===== config.mk =====
export PLATFORM = sky130hd
export DESIGN_NAME = phy_rx_byte_sync
export DESIGN_NICKNAME = d
export VERILOG_FILES = /design/src/rtl/phy_rx_pkg.sv /design/src/rtl/phy_rx_byte_sync_comma_finder.sv /design/src/rtl/phy_rx_byte_sync.sv
export SDC_FILE = /design/constraint.sdc
export NUM_CORES = 1
export LEC_CHECK = 0
export BUFFER_PORTS_ARGS = -buffer_cell sky130_fd_sc_hd__buf_2
export CAP_MARGIN = 15
export CORE_MARGIN = 4
export CORE_UTILIZATION = 28
export CTS_CLUSTER_DIAMETER = 30
export DETAILED_ROUTE_END_ITERATION = 6
export GPL_TIMING_DRIVEN = 1
export PLACE_DENSITY = 0.48
export SETUP_SLACK_MARGIN = 0.4
export SLEW_MARGIN = 30
export SYNTH_ARGS = -nofsm -noshare
export SYNTH_HDL_FRONTEND = slang
export SYNTH_SLANG_ARGS = --single-unit

===== constraint.sdc =====
create_clock -name clk_4f -period 3 [get_ports clk_4f]
set_input_delay 0.15 -clock clk_4f [delete_from_list [all_inputs] [get_ports clk_4f]]
set_output_delay 0.15 -clock clk_4f [all_outputs]
set_load 0.03 [all_outputs]

===== src/rtl/phy_rx_pkg.sv =====
// Shared RX/TX PHY constants: comma symbol, lock depth and the aligner state encoding.
package phy_rx_pkg;

    localparam logic [7:0] COMMA_BYTE = 8'hBC;
    localparam int DEFAULT_COMMA_LOCK_CNT = 4;

    typedef enum logic {
        SEARCH = 1'b0,
        LOCKED = 1'b1
    } rx_state_e;

    // Byte starting k bits into the 16-bit window; k=0 is the older byte.
    function automatic logic [7:0] slice_at(input logic [15:0] w, input logic [2:0] k);
        logic [15:0] sh;
        sh = w >> (4'd8 - {1'b0, k});
        return sh[7:0];
    endfunction

endpackage


===== src/rtl/phy_rx_byte_sync_comma_finder.sv =====
// Combinational comma detector: flags every bit offset of a 16-bit window holding the comma.
module phy_rx_comma_finder #(
    parameter logic [7:0] COMMA_BYTE = phy_rx_pkg::COMMA_BYTE
) (
    input  logic [15:0] w,
    output logic [7:0]  match,
    output logic        any_match,
    output logic [2:0]  lowest_off
);
    for (genvar k = 0; k < 8; k++) begin : g_off
        assign match[k] = (w[15-k -: 8] == COMMA_BYTE);
    end

    assign any_match = |match;

    always_comb begin
        lowest_off = 3'd0;
        for (int k = 7; k >= 0; k--) begin
            if (match[k]) lowest_off = 3'(k);
        end
    end

endmodule


===== src/rtl/phy_rx_byte_sync.sv =====
// RX comma aligner and sticky lock FSM (clk_4f domain), feeding aligned bytes to demuxL1.
// Define RX_BYTE_SYNC_STATS_EN to add saturating comma/data counters while locked.
module phy_rx_byte_sync #(
    parameter int         COMMA_LOCK_CNT = phy_rx_pkg::DEFAULT_COMMA_LOCK_CNT,
    parameter logic [7:0] COMMA_BYTE     = phy_rx_pkg::COMMA_BYTE
) (
    input  logic        clk_4f,
    input  logic        reset,
    input  logic [7:0]  raw_byte,
    input  logic        raw_valid,
    output logic [7:0]  data_serial_paralelo,
    output logic        valid_serial_paralelo,
    output logic        active,
    output logic [2:0]  align_offset
`ifdef RX_BYTE_SYNC_STATS_EN
    ,
    output logic [15:0] comma_count,
    output logic [15:0] data_count
`endif
);
    import phy_rx_pkg::*;

    localparam logic [3:0] LOCK_CNT = 4'(COMMA_LOCK_CNT);

    rx_state_e   state;
    logic [7:0]  prev_byte;
    logic [15:0] w;
    logic [2:0]  cand_off, cand_nxt;
    logic [3:0]  cnt, cnt_nxt;
    logic [7:0]  match;
    logic        any_match;
    logic [2:0]  lowest_off;
    logic [7:0]  locked_slice;

    assign w            = {prev_byte, raw_byte};
    assign locked_slice = slice_at(w, align_offset);

    phy_rx_comma_finder #(.COMMA_BYTE(COMMA_BYTE)) u_finder (
        .w          (w),
        .match      (match),
        .any_match  (any_match),
        .lowest_off (lowest_off)
    );

    // A running candidate wins over lower offsets that happen to match too.
    always_comb begin
        cnt_nxt  = 4'd0;
        cand_nxt = cand_off;
        if (cnt != 4'd0 && match[cand_off]) begin
            cnt_nxt = (cnt == LOCK_CNT) ? cnt : cnt + 4'd1;
        end else if (any_match) begin
            cand_nxt = lowest_off;
            cnt_nxt  = 4'd1;
        end
    end

    always_ff @(posedge clk_4f) begin
        if (!reset) begin
            state                 <= SEARCH;
            prev_byte             <= 8'd0;
            cand_off              <= 3'd0;
            cnt                   <= 4'd0;
            data_serial_paralelo  <= 8'd0;
            valid_serial_paralelo <= 1'b0;
            active                <= 1'b0;
            align_offset          <= 3'd0;
`ifdef RX_BYTE_SYNC_STATS_EN
            comma_count           <= 16'd0;
            data_count            <= 16'd0;
`endif
        end else begin
            valid_serial_paralelo <= 1'b0;
            if (raw_valid) begin
                prev_byte <= raw_byte;
                if (state == SEARCH) begin
                    cnt      <= cnt_nxt;
                    cand_off <= cand_nxt;
                    if (cnt_nxt == LOCK_CNT) begin
                        state        <= LOCKED;
                        align_offset <= cand_nxt;
                        active       <= 1'b1;
                    end
                end else begin
                    // Locked is sticky: garbage is forwarded, never drops lock.
                    data_serial_paralelo  <= locked_slice;
                    valid_serial_paralelo <= (locked_slice != COMMA_BYTE);
`ifdef RX_BYTE_SYNC_STATS_EN
                    if (locked_slice == COMMA_BYTE) begin
                        if (comma_count != 16'hFFFF) comma_count <= comma_count + 16'd1;
                    end else begin
                        if (data_count != 16'hFFFF) data_count <= data_count + 16'd1;
                    end
`endif
                end
            end
        end
    end

endmodule

# After elaboration in Yosys (flattened, before gate mapping)

Cells that the tools add are included.

Bitwise operators: 1
Eq/ne operators: 11
Magnitude comparators: 1
Add/sub/neg operators: 2
Shift operators: 1
Reductions and logical operators: 7
Mux-type cells: 17

Operators by type and width:

| kind                | number |
|---|---|
| $eq 8x8->1 const B  | 8 |
| $mux 3              | 10 |
| $shr 16x4->8        | 1 |
| $eq 4x3->1 const B  | 2 |
| $mux 4              | 2 |
| $ne 8x8->1 const B  | 1 |
| $reduce_or 8->1     | 1 |
| $reduce_and 3->1    | 2 |
| $add 4x1->4 const B | 1 |
| $lt 3x4->1 const B  | 1 |
| $mux 1              | 4 |
| $reduce_and 2->1    | 2 |
| $reduce_bool 4->1   | 1 |
| $sub 4x3->4 const A | 1 |
| $bmux 1 s3          | 1 |
| $logic_and 1x1->1   | 1 |
| $not 1->1           | 1 |

Output and inout bits: 13
Bits of input ports: 11
Word-level logic and storage cells: 48
Flip-flop bits (word level): 29

# Depth between registers and ports, before layout

Word-level depth: 11
Gate-level depth with buffers: 10
Depth with buffers taken out: 8

# By module

Synthesis repeated with hierarchy kept, for this count alone.

Cell total of the unflattened synthesis: 270
Area, all modules: 2239.6 um^2

Modules (own cells, without submodules):

| module              | area each (um^2) | sequential area each (um^2) | times used | cells each |
|---|---|---|---|---|
| phy_rx_byte_sync    | 2031.9           | 580.6                       | 1          | 239 |
| phy_rx_comma_finder | 207.7            | 0.0                         | 1          | 31 |

# Least setup slack after synthesis

No wires, ideal clock.

Path type: reg2reg
From: register align_offset[0]
To: register valid_serial_paralelo
Setup slack: 61 ps
Period minus slack after synthesis: 2939 ps
Data required time: 2864 ps
Arrival time: 2803 ps
Buffers on the path: 2
Stages on the path, launching flop included: 10
Cell sequence: dfxtp_1 -> buf_2 -> inv_2 -> ha_1 -> buf_2 -> mux2_2 -> o21a_1 -> mux4_2 -> nor4_1 -> a311oi_1

Cells in the longest elaborated chain, start to end: 3

Ends and longest elaborated chain:

| what                   | line                   | RTL |
|---|---|---|
| from (decl)            | phy_rx_byte_sync.sv:14 | `output logic [2:0] align_offset` |
| from (signal assigned) | phy_rx_byte_sync.sv:80 | `align_offset <= cand_nxt;` |
| $sub 4x3->4            | phy_rx_pkg.sv:15       | `sh = w >> (4'd8 - {1'b0, k});` |
| $shr 16x4->8           | phy_rx_pkg.sv:15       |  |
| $ne 8x8->1             | phy_rx_byte_sync.sv:86 | `valid_serial_paralelo <= (locked_slice != COMMA_BYTE);` |
| to (signal assigned)   | phy_rx_byte_sync.sv:86 |  |
| to (decl)              | phy_rx_byte_sync.sv:12 | `output logic valid_serial_paralelo,` |

No other way between the ends.
A chain may end at the register's enable or synchronous reset.

# Worst setup path in the final report

From: register align_offset[1]
To: register valid_serial_paralelo

Same word-level chain as after synthesis.

==> out/metrics.cfg <==
[status]
outcome=finished clean

[clock_network]
cts_buffers=5
cts_sinks=29
htreeDepth=2
clock_latency_ps=280
post-cts-setup-buffers=0
hold_buffers=0
cts_tree=done
clk_pin_slew_worst_paths_ps=70
cts_buffer_depth=2
cts_root_buf=clkbuf_8

[logic_synthesis]
ys_ff_latch=29
ys_warn_count=0
synth_nets=270
ys_seq_area_frac=0.255
syn_area_sq_um=2280
synth_cell_types=62
synth_enable_flop_cells=0
synth-main-ff-cell=dfxtp_1
netlist_instances=256
ys_async_sr_fraction=0
avgSynthCellArea_sq_um=8.90

[worst_setup_path]
crit_path_start_kind=flop
cp.required_ps=3190
rr_worst_depth=8
crit_type=reg2reg
cp.depth=8
arrival_ps=2690
cp_num_buf_inv=2
slowest_stage=mux4_2
reg2reg_slack_ps=500
reg2reg_to=valid_serial_paralelo
crit_family=multiplexers
r2r-start=align_offset[1]
path_max_fanout=11
end_kind=flop
max_stage_delay_ps=500
path_cells=inv_1 > ha_4 > buf_6 > mux2i_2 > mux2i_1 > mux4_2 > nor4b_1 > a311oi_1

[routing]
num_vias=2032
drc=0
wirelength_mm=6.24
detail-route-antenna-nets=0
drt_iter0_drc=117
wl_per_cell_um=16.6
via_per_inst=5.40
first_pass_iters=4

[floorplanning]
initial_core_util=0.292
dieArea_sq_um=9640
num_rows=32
num_io_pins=24
core_sq_um=7810
dieWidth_um=98.2
die_height_um=98.2

[global_route]
grt_pass1_wl_mm=10.2
grt_start_max_net_pins=22
grt-ovfl-total=0
track_usage=0.130
first_global_vias=1996
grt_antenna_before_repair=0

[timing]
setup_tns_ps=0
setup_viol_count_final=0
finalMaxSlewViolations=0
min_period_ps=2500
rsz0062_at_grt=yes
timing.fmax_ghz=0.400
skew_ps=3.52
worst_slew_pin_slew_ps=721
fin_crit_sh=0.834
maxSlewHeadroom=0.519
final_hold_viol_count=0

[cells_and_area]
final_common_cell=dfxtp_1
diodes=0
drive_gt1_frac=0.234
finalNetCount=287
area_growth_pct=10.8
final_cell_mix=dfxtp_1, nand2_1, mux2i_1
fin_cells=376

[hold_path]
worstHoldEndpoint=prev_byte[0]
hold_class=in2reg
holdCritStartpoint=raw_byte[0]
worstHoldPathCells=3

[placed_design]
placedCellCount=368
hpwlAfterDp_mm=4.64
globalplace.congestion=0.900
port_buffers=23

[flow_run]
max-cap-violations=0

[pwr]
p_per_area_nw_per_um2=327
power.leakage_uw=0.000888
irDropWorstVdd_mv=0.133

-- repair_timing --
action / 4_1_cts / 5_1_grt
pin swaps: 0 / 1
cloned: 0 / 0
gates resized for setup: 4 / 1
endpoints found under the setup margin: 2 / 5
-- kinds of logic (layout without fill, tap and decap cells) --
family / after synthesis / count (layout) / synth area share
AO/OA/AOI/OAI: 58 / 58 / 0.187
XOR/XNOR: 1 / 1 / 0.00385
adder cells (fa/ha/maj): 3 / 3 / 0.0165
buffers and inverters: 25 / 43 / 0.0742
flip-flops: 29 / 29 / 0.255
multiplexers: 39 / 39 / 0.216
AND/OR/NAND/NOR: 101 / 101 / 0.248
-- flip-flops by register name (all words and copies together), names as in the netlist --
signal and flops:
active 1, align_offset 3, cand_off 3, cnt 4
data_serial_paralelo 8, prev_byte 8, state 1, valid_serial_paralelo 1
-- worst max-delay path by stage --
stage	endpoint	from
2_1_floorplan	valid_serial_paralelo	align_offset[0]
3_3_place_gp	valid_serial_paralelo	align_offset[1]
3_5_place_dp	valid_serial_paralelo	align_offset[1]
4_1_cts	valid_serial_paralelo	align_offset[1]
5_1_grt	valid_serial_paralelo	align_offset[1]
6_report	valid_serial_paralelo	align_offset[1]
-- layer usage --
metal / global-route usage / wire, um
met1: 0.172 / 2940
met2: 0.212 / 2870
met3: 0.0314 / 300
met4: 0.0368 / 123
met5: 0 / 0
-- final cells by class --
type	count	area (sq um)
sequential	29	586
clock inverter	3	17.5
clock buffer	5	68.8
multi-input combinational	202	1550
timing repair buffer	26	141
tap	102	128
fill	850	5290
inverter	9	33.8
-- Yosys cell counts, types with 5 or more instances --
cell type,instances,share of area
mux2i_1,27,0.12
clkbuf_1,5,0.0082
nor2_1,24,0.040
o21ai_0,9,0.020
dfxtp_1,29,0.25
mux4_2,6,0.059
a21oi_1,15,0.033
nand3_1,9,0.020
nor3_1,6,0.013
inv_1,8,0.013
nand2_1,25,0.041
nand2b_1,5,0.014
-- power by group --
group / total, uW / switching [uW] / internal (uW)
logic: 89.5 / 50.8 / 38.7
registers: 406 / 15.5 / 390
clock network: 329 / 169 / 160
-- metrics by stage --
stage	power, uW	utilization	instance area (sq um)	setup slack (ps)	hold slack, ps
global placement	502	0.309	2410	321	411
finish	824	0.323	2520	499	132
global route	863	0.323	2520	315	156
detailed placement	502	0.309	2410	223	417
floorplan	474	-	2290	415	297
CTS	836	0.323	2520	475	124
-- worst reg2reg max path, stage by stage, from the launching register on --
cell	delay [ps]
dfxtp_2	410
inv_1	110
ha_4	370
buf_6	190
mux2i_2	300
mux2i_1	140
mux4_2	500
nor4b_1	160
a311oi_1	250
(Power assumes the default switching activity.)
